==> src/rtl/mcu51_bus_master.sv <==
// 8051-style multiplexed AD bus master: ALE / HOLD / strobe / recovery phases.
// Optional write-verify readback when MCU51_BM_WRVERIFY_EN is defined.
module mcu51_bus_master #(
    parameter int TPH = 4
) (
    input  logic       gClk,
    input  logic       gRst,
    input  logic       Start,
    input  logic       RnW,
    input  logic [7:0] Addr,
    input  logic [7:0] WData,
    output logic       Busy,
    output logic       Done,
    output logic [7:0] RData,
    output logic       Mismatch,
    output logic       ALE,
    output logic       WR,
    output logic       RD,
    output logic [7:0] AD_O,
    output logic       AD_OE,
    input  logic [7:0] AD_I
);

    typedef enum logic [2:0] {
        S_IDLE,
        S_ADDR,
        S_HOLD,
        S_STROBE,
        S_RECOV
`ifdef MCU51_BM_WRVERIFY_EN
        ,
        S_VERIFY
`endif
    } state_t;

    localparam logic [3:0] LP_LAST = 4'(TPH - 1);

    state_t     r_state;
    logic [3:0] r_cnt;
    logic       r_half;
    logic       r_rnw;
    logic [7:0] r_addr;
    logic [7:0] r_wdata;
    logic       r_busy;
    logic       r_done;
    logic [7:0] r_rdata;
    logic       r_ale;
    logic       r_wr;
    logic       r_rd;
    logic [7:0] r_ad_o;
    logic       r_ad_oe;
`ifdef MCU51_BM_WRVERIFY_EN
    logic       r_vfy;
    logic       r_mismatch;
`endif

    logic       w_last;
    logic       w_rd_cyc;

    assign w_last = (r_cnt == 4'd0);

`ifdef MCU51_BM_WRVERIFY_EN
    assign w_rd_cyc = r_rnw | r_vfy;
`else
    assign w_rd_cyc = r_rnw;
`endif

    // STROBE spans 2*TPH cycles as two TPH halves so the 4-bit counter never wraps
    always_ff @(posedge gClk) begin
        if (gRst) begin
            r_state <= S_IDLE;
            r_cnt   <= 4'd0;
            r_half  <= 1'b0;
            r_rnw   <= 1'b0;
            r_addr  <= 8'h00;
            r_wdata <= 8'h00;
            r_busy  <= 1'b0;
            r_done  <= 1'b0;
            r_rdata <= 8'h00;
            r_ale   <= 1'b0;
            r_wr    <= 1'b1;
            r_rd    <= 1'b1;
            r_ad_o  <= 8'h00;
            r_ad_oe <= 1'b0;
`ifdef MCU51_BM_WRVERIFY_EN
            r_vfy      <= 1'b0;
            r_mismatch <= 1'b0;
`endif
        end else begin
            r_done <= 1'b0;
            if (r_state != S_IDLE && !w_last) begin
                r_cnt <= r_cnt - 4'd1;
            end
            unique case (r_state)
                S_IDLE: begin
                    if (Start) begin
                        r_state <= S_ADDR;
                        r_cnt   <= LP_LAST;
                        r_rnw   <= RnW;
                        r_addr  <= Addr;
                        r_wdata <= WData;
                        r_busy  <= 1'b1;
                        r_ale   <= 1'b1;
                        r_ad_oe <= 1'b1;
                        r_ad_o  <= Addr;
`ifdef MCU51_BM_WRVERIFY_EN
                        r_vfy      <= 1'b0;
                        r_mismatch <= 1'b0;
`endif
                    end
                end
                S_ADDR: begin
                    if (w_last) begin
                        r_state <= S_HOLD;
                        r_cnt   <= LP_LAST;
                        r_ale   <= 1'b0;
                    end
                end
                S_HOLD: begin
                    if (w_last) begin
                        r_state <= S_STROBE;
                        r_cnt   <= LP_LAST;
                        r_half  <= 1'b0;
                        if (w_rd_cyc) begin
                            r_rd    <= 1'b0;
                            r_ad_oe <= 1'b0;
                        end else begin
                            r_wr   <= 1'b0;
                            r_ad_o <= r_wdata;
                        end
                    end
                end
                S_STROBE: begin
                    if (w_last) begin
                        if (!r_half) begin
                            r_half <= 1'b1;
                            r_cnt  <= LP_LAST;
                        end else begin
                            r_state <= S_RECOV;
                            r_cnt   <= LP_LAST;
                            r_half  <= 1'b0;
                            r_wr    <= 1'b1;
                            r_rd    <= 1'b1;
                            if (w_rd_cyc) begin
                                r_rdata <= AD_I;
                            end
                        end
                    end
                end
                S_RECOV: begin
                    if (w_last) begin
`ifdef MCU51_BM_WRVERIFY_EN
                        if (!r_rnw && !r_vfy) begin
                            // readback reuses HOLD/STROBE/RECOV; VERIFY is its ALE phase
                            r_state <= S_VERIFY;
                            r_cnt   <= LP_LAST;
                            r_vfy   <= 1'b1;
                            r_ale   <= 1'b1;
                            r_ad_oe <= 1'b1;
                            r_ad_o  <= r_addr;
                        end else begin
                            r_state <= S_IDLE;
                            r_busy  <= 1'b0;
                            r_done  <= 1'b1;
                            r_ad_oe <= 1'b0;
                            r_ad_o  <= 8'h00;
                            if (r_vfy) begin
                                r_mismatch <= (r_rdata != r_wdata);
                            end
                        end
`else
                        r_state <= S_IDLE;
                        r_busy  <= 1'b0;
                        r_done  <= 1'b1;
                        r_ad_oe <= 1'b0;
                        r_ad_o  <= 8'h00;
`endif
                    end
                end
`ifdef MCU51_BM_WRVERIFY_EN
                S_VERIFY: begin
                    if (w_last) begin
                        r_state <= S_HOLD;
                        r_cnt   <= LP_LAST;
                        r_ale   <= 1'b0;
                    end
                end
`endif
                default: begin
                    r_state <= S_IDLE;
                end
            endcase
        end
    end

    assign Busy  = r_busy;
    assign Done  = r_done;
    assign RData = r_rdata;
    assign ALE   = r_ale;
    assign WR    = r_wr;
    assign RD    = r_rd;
    assign AD_O  = r_ad_o;
    assign AD_OE = r_ad_oe;

`ifdef MCU51_BM_WRVERIFY_EN
    assign Mismatch = r_mismatch;
`else
    assign Mismatch = 1'b0;
`endif

endmodule

==> config.mk <==
export PLATFORM = sky130hd
export DESIGN_NAME = mcu51_bus_master
export DESIGN_NICKNAME = d
export VERILOG_FILES = /design/src/rtl/mcu51_bus_master.sv
export SDC_FILE = /design/constraint.sdc
export NUM_CORES = 1
export LEC_CHECK = 0
export BUFFER_PORTS_ARGS = -buffer_cell sky130_fd_sc_hd__buf_2
export CAP_MARGIN = 20
export CORE_MARGIN = 4
export CORE_UTILIZATION = 55
export DETAILED_ROUTE_END_ITERATION = 16
export PLACE_DENSITY_LB_ADDON = 0.25
export REMOVE_ABC_BUFFERS = 1
export SLEW_MARGIN = 20
export SYNTH_ARGS = -nofsm -noshare
export SYNTH_HDL_FRONTEND = slang
export SYNTH_SLANG_ARGS = --single-unit
==> constraint.sdc <==
create_clock -name gClk -period 4.7 [get_ports gClk]
set_clock_uncertainty 0.1 [all_clocks]
set_input_delay 0.235 -clock gClk [delete_from_list [all_inputs] [get_ports gClk]]
set_output_delay 0.235 -clock gClk [all_outputs]
set_load 0.1 [all_outputs]
; After elaboration in Yosys (flattened, before gate mapping)
; Index checks and enable logic that the tools add are counted.
[op_classes]
reduce_logical = 21
bitwise = 1
n_eq_ne = 12
muxes = 33
addsub = 1
[ops]
columns = operator, n
row1 = $mux 8, 4
row2 = $pmux 8 s3, 1
row3 = $reduce_and 5->1, 4
row4 = $mux 3, 6
row5 = $ne 2x2->1 const B, 8
row6 = $pmux 3 s5, 1
row7 = $mux 4, 3
row8 = $mux 1, 11
row9 = $pmux 1 s2, 5
row10 = $reduce_and 3->1, 3
row11 = $pmux 4 s2, 1
row12 = $eq 3x2->1 const B, 2
row13 = $reduce_and 6->1, 1
row14 = $reduce_bool 2->1, 3
row15 = $reduce_bool 3->1, 2
row16 = $logic_not 4->1, 1
row17 = $reduce_and 4->1, 1
row18 = $sub 4x1->4 const B, 1
row19 = $eq 3x1->1 const B, 1
row20 = $eq 3x3->1 const B, 1
row21 = $logic_not 3->1, 1
row22 = $pmux 1 s3, 1
row23 = $reduce_or 3->1, 1
row24 = $reduce_and 2->1, 1
row25 = other kinds (4), 4
[word_totals]
out_inout_bits = 23
register_bits = 39
wordCells = 81
in_bits = 28

; Depth between registers and ports, before layout
[logic_depth]
ltp_word = 6
mapped_depth = 8
mapped_depth_nobuf = 6

; Worst setup path before layout
; OpenSTA, ideal clock, no wires.
[synth_path]
kind = reg2reg
from = register r_cnt[0]
to = register r_ad_o[1] (netlist: AD_O[1])
setup_time_ps = 133
path_buffers = 2
setup_slack_ps = 2792
path_stages_with_launch = 9
t_arrival_ps = 1674
synth_period_minus_slack_ps = 1908
cell_sequence = dfxtp_1 -> inv_1 -> ha_1 -> nor3b_2 -> a21o_1 -> buf_2 -> and2_1 -> buf_2 -> a311oi_1
[synth_via]
elab_chain_len = 3
[synth_lines]
columns = element, line
row1 = "start, declared", 39  ; logic [3:0] r_cnt;
row2 = "start signal, assigned", 92  ; r_cnt <= r_cnt - 4'd1;
row3 = $logic_not 4->1 *, 60  ; assign w_last = (r_cnt == 4'd0);
row4 = $ne 2x2->1 (no source line), -
row5 = $reduce_and 5->1 (no source line) *, -
row6 = "end signal, assigned", 105  ; r_ad_o <= Addr;
row7 = "end signal, assigned", 129  ; r_ad_o <= r_wdata;
row8 = "end, declared", 50  ; logic [7:0] r_ad_o;
; Mark *: on every way between the ends. The rest lies on a longest branch, timed or not.
; A chain may end at the register's enable or synchronous reset.

; Worst setup path in the final report
[layout_path]
from = register r_cnt[0]
to = register r_rdata[3] (netlist: RData[3])
[layout_via]
elab_chain_len = 2
[layout_lines]
columns = element, line
row1 = $logic_not 4->1, 60
row2 = $reduce_and 4->1 (no source line), -
row3 = "end signal, assigned", 79  ; r_rdata <= 8'h00;
row4 = "end signal, assigned", 145  ; r_rdata <= AD_I;
row5 = "end, declared", 46  ; logic [7:0] r_rdata;
; No other way between the ends.

==> out/results.tsv <==
metric	value	unit
Final Hold Vio Count	0	
DRT Wirelength	4340	um
Synth Warn #	0	
largest net degree at the start of global routing	40	
minimum clock period	2.33	ns
hold path start	WData[1]	
Fillers	266	
Num CTS Buffers	5	
Final GP Congestion	0.826	
final net count	289	
Die ar.	4160	um2
worst skew pair latency	0.36	ns
Arr. time, crit path	2.45	ns
Finish-stage setup viols	0	
H-tree depth	2	
floorplan core area	3050	um2
DR DRC count	0	
worst-path maximum fanout	8	
launch point of the critical path	r_cnt[0]	
synthesized flop and latch total	39	
Final Util	0.707	
post-synthesis sequential area ratio	0.445	
via count	1709	
CTS resizes	0	
origin of the critical flop-to-flop path	r_cnt[0]	
setup bufs post-CTS	0	
Critical Path RT	4.83	ns
Power Density	383	nW/um2
CP Class	reg -> reg	
total track usage	0.221	
Overflow after GRT	0	
synthesized instance count	207	
initial antenna violation count	0	
Async SR Flop Fraction	0	
global-route wire length before repair	7300	um
row count	20	
vias in the first global route	1630	
final period utilization	0.495	
fmax	0.430	GHz
ratio of cells with drive above 1 in the final layout	0.234	
WHS Path Cells	3	
DRT Pass-1 Iters	4	
clock sink count	39	
routed length per instance	14.2	um
Min-Delay Path Class	in -> reg	
CP Launch Type	flip-flop	
r2r worst-path depth	6	
worst rel slew slack	0.516	
Via density	5.60	
Port Buf Inserts	49	
Reg2Reg Setup Slack	2.37	ns
RSZ-0062 raised after global routing	no	
CTS tree	yes	
Reg clk slew, reported paths	0.12	ns
Worst-Margin Slew	0.721	ns
Slew Limit Fails	0	
Clock Tree Buf Depth	2	
antenna-violating nets left	0	
Starting Density	0.575	
Crit. End Element	flip-flop	
Leakage	0.000880	uW
number of enable flip-flop cells after synthesis	0	
die height	64.5	um
DRT iter0 DRCs	142	
antenna cells	0	
Ports	51	
Most used DFF post-synth	dfxtp_1	
syn avg cell area	8.47	um2
status	complete, no violations	
Setup TNS	0	ns
synth-to-layout area growth	23.1	%
Synth cell types	39	
hold endpoint	r_wdata[1]	
maximum VDD drop	220	uV
chip width	64.5	um
PnR Total Power	828	uW
Synth Cell Area	1750	um2
Detail Placement HPWL	2870	um
max cap viols	0	
Root Driver	clkbuf_4	
Worst R2R End	RData[3]	
[cell families after synthesis]
group	share of synthesized area
flops	0.445
fa+ha+maj	0.00713
other cells	0.00214
simple gates	0.210
xor+xnor	0.00499
buf+inv	0.0506
mux	0.0457
compound gates	0.234
[worst max-delay path, cell delays in order, from the launching register on]
cell	delay (ns)
dfxtp_1	0.35
inv_1	0.09
ha_1	0.24
nand4bb_1	0.34
nor4_4	0.73
mux2i_1	0.28
nor2_1	0.06
[power by group]
part	total (uW)	switching (uW)	internal (uW)	leakage [uW]
clock	175	118	57.1	0.0000272
combinational	273	202	71.2	0.000533
sequential	380	22.5	357	0.000320
[per-stage QoR]
stage               hold slack, ns  setup slack, ns  instance area (um2)  instances
floorplan                    0.204             2.74                 1690        193
global placement             0.345             2.52                 1990        286
detailed placement           0.351             2.42                 1990        286
CTS                       0.000349             2.37                 2150        304
global route               0.00638             2.19                 2160        305
finish                     0.00685             2.37                 2160        305
[synth_stat cells (2+ instances only)]
cell type   n  area (um2)
buf_2       5        25.0
a21oi_1    22         110
mux2i_1     8        80.1
buf_1       2        7.51
o21ai_0     4        20.0
clkbuf_1    6        22.5
a32oi_1     8        70.1
a21o_1      2        15.0
and2_1      2        12.5
inv_1       7        26.3
a211oi_1    3        22.5
nor3_1      7        35.0
dfxtp_1    39         781
nor4_1      2        12.5
nor2_1     21        78.8
a211o_1     3        26.3
nor2b_1     2        12.5
a311oi_1    9        78.8
nand2_1    35         131
[state kept, by name, summed over array words and instances, names as in the netlist, 3 cells and up]
signal and flops:
AD_O 8, RData 8, r_wdata 8, r_cnt 4
r_state 3
[routing by layer]
metal,track usage,up-vias,wire length (um)
met1,0.305,780,1940
met4,0.0554,0,36
met5,0,-,0
li1,-,853,-
met3,0.0589,5,312
met2,0.344,71,2050
[layout by cell type (no fill, tap or decap), types with 2 or more instances in the layout]
cell type and instances:
buf_2 49, dfxtp_1 39, nand2_1 35, a21oi_1 22, nor2_1 21, dlygate4sd3_1 11, a311oi_1 9, mux2i_1 8
a32oi_1 8, inv_1 7, nor3_1 7, clkbuf_4 5, o21ai_0 4, a211oi_1 3, a211o_1 3, nor2b_1 2
and2_1 2, nor4_1 2, a21o_1 2, clkinvlp_4 2
[final cells by class]
cell class              instances  area (um2)  share of cell area
clock buffers                   5        37.5              0.0174
multi-input cells             147         885               0.410
clock inverters                 3        20.0             0.00927
flip-flops and latches         39         781               0.362
repair buffers                 60         355               0.165
well taps                      44        55.1              0.0255
inverters                       7        26.3              0.0122
[worst max-delay path by stage]
stage | to | cells after the start
floorplan | RData[0] | 6
global placement | RData[2] | 6
detailed placement | AD_O[4] | 6
CTS | AD_O[4] | 6
global route | AD_O[4] | 6
finish | RData[3] | 6
[what timing repair did]
item / CTS / global route
endpoints found under the hold margin: 10 / 1
setup endpoints to repair: 0 / 0
hold buffers: 10 / 1
No activity file was read; power rests on OpenSTA's default activity.
